`config.mk`:
```
export PLATFORM = sky130hd
export DESIGN_NAME = midi_note_rx
export DESIGN_NICKNAME = d
export VERILOG_FILES = /design/src/rtl/midi_note_rx.sv
export SDC_FILE = /design/constraint.sdc
export NUM_CORES = 1
export LEC_CHECK = 0
export BUFFER_PORTS_ARGS = -buffer_cell sky130_fd_sc_hd__buf_2
export CAP_MARGIN = 20
export CORE_AREA = 2 2 92 94
export CTS_BUF_LIST = sky130_fd_sc_hd__clkbuf_16
export DETAILED_ROUTE_END_ITERATION = 16
export DIE_AREA = 0 0 94 96
export PLACE_DENSITY = 0.65
export REMOVE_ABC_BUFFERS = 1
export SYNTH_ARGS = -nofsm -noshare
export SYNTH_HDL_FRONTEND = slang
export SYNTH_SLANG_ARGS = --single-unit
```
`constraint.sdc`:
```
create_clock -name clk -period 2.2 [get_ports clk]
set_clock_uncertainty 0.05 [all_clocks]
set_input_delay 0.11 -clock clk [delete_from_list [all_inputs] [get_ports clk]]
set_output_delay 0.11 -clock clk [all_outputs]
set_load 0.005 [all_outputs]
```
`src/rtl/midi_note_rx.sv`:
```
// MIDI serial receiver and monophonic note/gate decoder driving the synth voice.
// Last-note priority; a release only closes the gate for the key currently sounding.
module midi_note_rx #(
    parameter int CLKSPEED = 48_000_000,
    parameter int BAUD     = 31250,
    parameter int CHANNEL  = 0,
    parameter int OMNI     = 0
) (
    input  logic       clk,
    input  logic       rst,
    input  logic       midi_rx,
    output logic       byte_valid,
    output logic [7:0] byte_data,
    output logic       frame_err,
    output logic       gate,
    output logic [6:0] note,
    output logic [6:0] velocity,
    output logic [9:0] amp,
    output logic       note_on_stb
);

    localparam int CPB = CLKSPEED / BAUD;
    localparam int HALF = CPB / 2;
    localparam int CW = $clog2(CPB + 1);
    localparam logic [CW-1:0] HALF_LAST = CW'(HALF - 1);
    localparam logic [CW-1:0] BIT_LAST = CW'(CPB - 1);
    localparam logic [3:0] CH = 4'(CHANNEL);

    typedef enum logic [2:0] {
        ST_ARM   = 3'd0,
        ST_IDLE  = 3'd1,
        ST_START = 3'd2,
        ST_DATA  = 3'd3,
        ST_STOP  = 3'd4
    } rx_state_t;

    logic       sync1_r;
    logic       rxs_r;
    rx_state_t  state_r;
    rx_state_t  state_nx_s;
    logic [CW-1:0] cnt_r;
    logic [2:0] bitn_r;
    logic [7:0] shreg_r;
    logic       cnt_done_s;
    logic       byte_ok_s;
    logic       byte_bad_s;
    logic [7:0] run_status_r;
    logic       dcnt_r;
    logic [6:0] key_r;
    logic       is_rt_s;
    logic       is_sys_s;
    logic       msg_ok_s;
    logic       note_on_s;

    // Two-flop synchroniser; resets to the idle-high line level.
    always_ff @(posedge clk) begin
        if (rst) begin
            sync1_r <= 1'b1;
            rxs_r   <= 1'b1;
        end else begin
            sync1_r <= midi_rx;
            rxs_r   <= sync1_r;
        end
    end

    // Receiver state register.
    always_ff @(posedge clk) begin
        if (rst) begin
            state_r <= ST_ARM;
        end else begin
            state_r <= state_nx_s;
        end
    end

    // Receiver next-state logic.
    always_comb begin
        cnt_done_s = ((state_r == ST_START) && (cnt_r == HALF_LAST)) ||
                     (((state_r == ST_DATA) || (state_r == ST_STOP)) && (cnt_r == BIT_LAST));
        state_nx_s = state_r;
        case (state_r)
            ST_ARM:   state_nx_s = rxs_r ? ST_IDLE : ST_ARM;
            ST_IDLE:  state_nx_s = rxs_r ? ST_IDLE : ST_START;
            ST_START: begin
                if (cnt_done_s) begin
                    state_nx_s = rxs_r ? ST_IDLE : ST_DATA;
                end else begin
                    state_nx_s = ST_START;
                end
            end
            ST_DATA: begin
                if (cnt_done_s && (bitn_r == 3'd7)) begin
                    state_nx_s = ST_STOP;
                end else begin
                    state_nx_s = ST_DATA;
                end
            end
            ST_STOP: begin
                if (cnt_done_s) begin
                    state_nx_s = rxs_r ? ST_IDLE : ST_ARM;
                end else begin
                    state_nx_s = ST_STOP;
                end
            end
            default:  state_nx_s = ST_ARM;
        endcase
    end

    // Receiver output decode: stop-bit verdict.
    always_comb begin
        byte_ok_s  = (state_r == ST_STOP) && cnt_done_s && rxs_r;
        byte_bad_s = (state_r == ST_STOP) && cnt_done_s && !rxs_r;
    end

    // Bit timing counter, bit index and LSB-first shift register.
    always_ff @(posedge clk) begin
        if (rst) begin
            cnt_r   <= '0;
            bitn_r  <= 3'd0;
            shreg_r <= 8'h00;
        end else begin
            if (cnt_done_s || (state_r == ST_IDLE) || (state_r == ST_ARM)) begin
                cnt_r <= '0;
            end else begin
                cnt_r <= cnt_r + 1'b1;
            end
            if (state_r == ST_IDLE) begin
                bitn_r <= 3'd0;
            end else if ((state_r == ST_DATA) && cnt_done_s) begin
                bitn_r  <= bitn_r + 3'd1;
                shreg_r <= {rxs_r, shreg_r[7:1]};
            end
        end
    end

    // Registered receiver outputs.
    always_ff @(posedge clk) begin
        if (rst) begin
            byte_valid <= 1'b0;
            frame_err  <= 1'b0;
            byte_data  <= 8'h00;
        end else begin
            byte_valid <= byte_ok_s;
            frame_err  <= byte_bad_s;
            if (byte_ok_s) begin
                byte_data <= shreg_r;
            end
        end
    end

    // Byte classification against the current running status.
    always_comb begin
        is_rt_s   = (byte_data[7:3] == 5'b11111);
        is_sys_s  = (byte_data[7:4] == 4'hF);
        msg_ok_s  = ((run_status_r[7:4] == 4'h8) || (run_status_r[7:4] == 4'h9)) &&
                    ((OMNI != 0) || (run_status_r[3:0] == CH));
        note_on_s = (run_status_r[7:4] == 4'h9) && (byte_data != 8'h00);
    end

    // Message parser and note/gate state; real-time bytes pass through untouched.
    always_ff @(posedge clk) begin
        if (rst) begin
            run_status_r <= 8'h00;
            dcnt_r       <= 1'b0;
            key_r        <= 7'd0;
            gate         <= 1'b0;
            note         <= 7'd0;
            velocity     <= 7'd0;
            note_on_stb  <= 1'b0;
        end else begin
            note_on_stb <= 1'b0;
            if (byte_valid) begin
                if (!byte_data[7]) begin
                    if (msg_ok_s) begin
                        if (!dcnt_r) begin
                            key_r  <= byte_data[6:0];
                            dcnt_r <= 1'b1;
                        end else begin
                            dcnt_r <= 1'b0;
                            if (note_on_s) begin
                                note        <= key_r;
                                velocity    <= byte_data[6:0];
                                gate        <= 1'b1;
                                note_on_stb <= 1'b1;
                            end else if (gate && (key_r == note)) begin
                                gate <= 1'b0;
                            end
                        end
                    end
                end else if (is_sys_s) begin
                    if (!is_rt_s) begin
                        run_status_r <= 8'h00;
                        dcnt_r       <= 1'b0;
                    end
                end else begin
                    run_status_r <= byte_data;
                    dcnt_r       <= 1'b0;
                end
            end
        end
    end

    // Amplitude follows gate and velocity one cycle later.
    always_ff @(posedge clk) begin
        if (rst) begin
            amp <= 10'd0;
        end else begin
            amp <= gate ? {velocity, velocity[6:4]} : 10'd0;
        end
    end

endmodule

```
==> metrics.txt <==
status finished, final reports clean; hold slack 0.127 ns; Hold Crit Start rst; Hold Path Cell Cnt 3; via count 2511; final setup vio count 0; post-CTS sizing 0; worst hold endpoint state_r[1]; worst reg2reg setup slack 0.31 ns; largest net degree at the start of global routing 34; max_cap viols 0; Longest Clk Path Bufs 2; Total GRT Usage 16.1%; Critical Path RT 2.41 ns; Power Density 776 nW/um2; fin. max-slew vios 0; endpoint type of the worst setup path register; CP max stage delay 0.58 ns; Die Ht 96 um; initial antenna violation count 0; die area 9020 um2; fin nets 383; area grow syn2layout 20.4%; Worst Tran Pin Value 0.627 ns; vias in the first global route 2303; core area 8050 um2; initial core utilization 39.2%; RSZ-0062 raised after global routing no; CTS Buf Count 9; TNS Setup 0 ns; Post-synth EDFFs 0; r2r startpoint byte_data[4]; worst setup path start byte_data[4]; 1st-pass router iterations 4; Area contributors post-synth dfxtp_1 (48%), mux2i_1 (8.2%), nor2_1 (5.2%); Mean Syn Cell Area 9.49 um2; Via density 5.18; GR Overflow Total 0; Clock transition at path regs 0.05 ns; WP data arrival 2.10 ns; area share of the largest cell type after synthesis 48.2%; Switching Share 19.3%; Async SR Flop Fraction 0%; area leader, netlist dfxtp_1; logic gate share of total power 1.8%; CP Launch Type register; Skew-Pair Late Insertion Delay 0.33 ns; fmax 529 MHz; Sequential Power Share 47.3%; Root Driver clkbuf_16; HP Class primary input to register; count leader, synth dfxtp_1; CTS H-tree lvls 3; Yosys reg bits 76; synth cell count leaders dfxtp_1 (76), nor2_1 (44), mux2i_1 (26); worst path cell trace or4_1 -> o211ai_2 -> o21ai_0 -> a21oi_1; RePlAce Congestion 0.793; synth unique cells 51; clock power share 50.9%; Crit Reg-Reg Endpoint velocity[0]; Routed WL 6600 um; CTS Sinks 76; post-route ant nets 0; Setup Crit Path Kind register to register; final hold viol count 0; CTS tree done; die width 94 um; share of post-route cells with drive strength above 1 21.3%; Worst slew margin 58.0%; Synth Cell Area 3160 um2; count of input and output buffers 38; Final period util 85.9%; WL/cell 13.6 um; Net Switching 0.571 mW; Antenna Cells 0; Top FF cell, synth dfxtp_1; Iter 0 DRT Violations 154; path depth of the worst reg2reg path 4; CP Max Fanout 14; post-synthesis sequential area ratio 48.2%; cells after synthesis 333; Synth Warn # 0; Pint 2.38 mW; detailed placer's ending HPWL 4580 um; Post-CTS Setup Inserts 0; Post-CTS Hold Fix Bufs 1; VDD IR-drop max 485 uV; cell at the slowest stage of the critical path or4_1; first-pass GRT wire length 11200 um; # rows 33; clock period minus final worst setup slack 1.89 ns; DRC errors left 0; leakage 1.44 nW; I/O pins 39
power groups by stage:
| stage | Sequential (mW) | Combinational, mW | Clock (mW) |
|---|---|---|---|
| after floorplan | 1.43 | 0.0226 | 0 |
| after global placement | 1.43 | 0.0510 | 0 |
| after detailed placement | 1.43 | 0.0520 | 0 |
| after CTS | 1.40 | 0.0531 | 1.54 |
| after global routing | 1.40 | 0.0604 | 1.60 |
| final | 1.40 | 0.0532 | 1.50 |
cell usage in the layout (no fill, tap or decap), types with 4 or more instances in the layout:
master | netlist | final
buf_4 | 5 | 16
nand2_1 | 11 | 11
a21oi_1 | 24 | 24
buf_2 | 5 | 38
nand3_1 | 22 | 22
nand4_1 | 11 | 11
o21ai_0 | 14 | 14
nor2_1 | 44 | 44
dfxtp_1 | 76 | 76
and2_1 | 7 | 7
xnor2_1 | 16 | 16
or4_1 | 4 | 4
clkbuf_16 | 0 | 9
mux2i_1 | 26 | 26
cells by family (layout without fill, tap and decap cells):
| group | Yosys count | count (layout) | share of synthesized area [%] |
|---|---|---|---|
| adder cells (fa/ha/maj) | 3 | 3 | 1.19 |
| XOR/XNOR | 18 | 18 | 4.99 |
| multiplexers | 26 | 26 | 8.24 |
| buffers and inverters | 25 | 72 | 4.04 |
| AND/OR/NAND/NOR | 128 | 128 | 22.7 |
| AO/OA/AOI/OAI | 57 | 57 | 10.7 |
| flip-flops | 76 | 76 | 48.2 |
sequential cells by signal, indices dropped and copies added (netlist names):
signal,count
shreg_r,8
bitn_r,3
key_r,7
amp,7
note_on_stb,1
byte_valid,1
sync1_r,1
state_r,3
gate,1
rxs_r,1
velocity,7
byte_data,8
note,7
frame_err,1
run_status_r,8
dcnt_r,1
cnt_r,11
worst max-delay path by stage:
stage | to | slack (ns) | cells after the start
2_1_floorplan | key_r[0] | -0.27 | 4
3_3_place_gp | velocity[3] | 0.39 | 4
3_5_place_dp | note[1] | 0.33 | 4
4_1_cts | velocity[0] | 0.32 | 4
5_1_grt | note[1] | 0.15 | 4
6_report | velocity[0] | 0.31 | 4
area by class of cell:
class,instances,area [um2]
Multi-Input combinational cell,232,1520
Timing Repair Buffer,55,320
Inverter,3,11.3
Clock buffer,9,225
Fill cell,776,4250
Sequential cell,76,1520
Tap cell,105,131
Clock inverter,5,78.8
routing by layer:
| layer | vias to the layer above | track usage [%] | share of wire, % |
|---|---|---|---|
| li1 | 1267 | - | - |
| met1 | 1177 | 19.5 | 47 |
| met2 | 60 | 26.9 | 47 |
| met3 | 7 | 5.56 | 5.2 |
| met4 | 0 | 5.07 | 0.99 |
| met5 | - | 0 | 0 |
critical path: cells and delay by family (launching register included):
kind             cells  cell delay, ns
AO/OA/AOI/OAI        3            0.82
AND/OR/NAND/NOR      1            0.58
flip-flops           1            0.37
through the flow:
| stage | utilization, % | setup slack (ns) | instance area, um2 | total power [mW] | instances |
|---|---|---|---|---|---|
| after floorplan | - | -0.266 | 3040 | 1.45 | 311 |
| after global placement | 43.4 | 0.395 | 3490 | 1.48 | 470 |
| after detailed placement | 43.4 | 0.332 | 3490 | 1.48 | 470 |
| after CTS | 47.3 | 0.317 | 3800 | 2.99 | 485 |
| after global routing | 47.3 | 0.153 | 3800 | 3.06 | 485 |
| final | 47.3 | 0.310 | 3800 | 2.95 | 485 |
(Power assumes the default switching activity.)
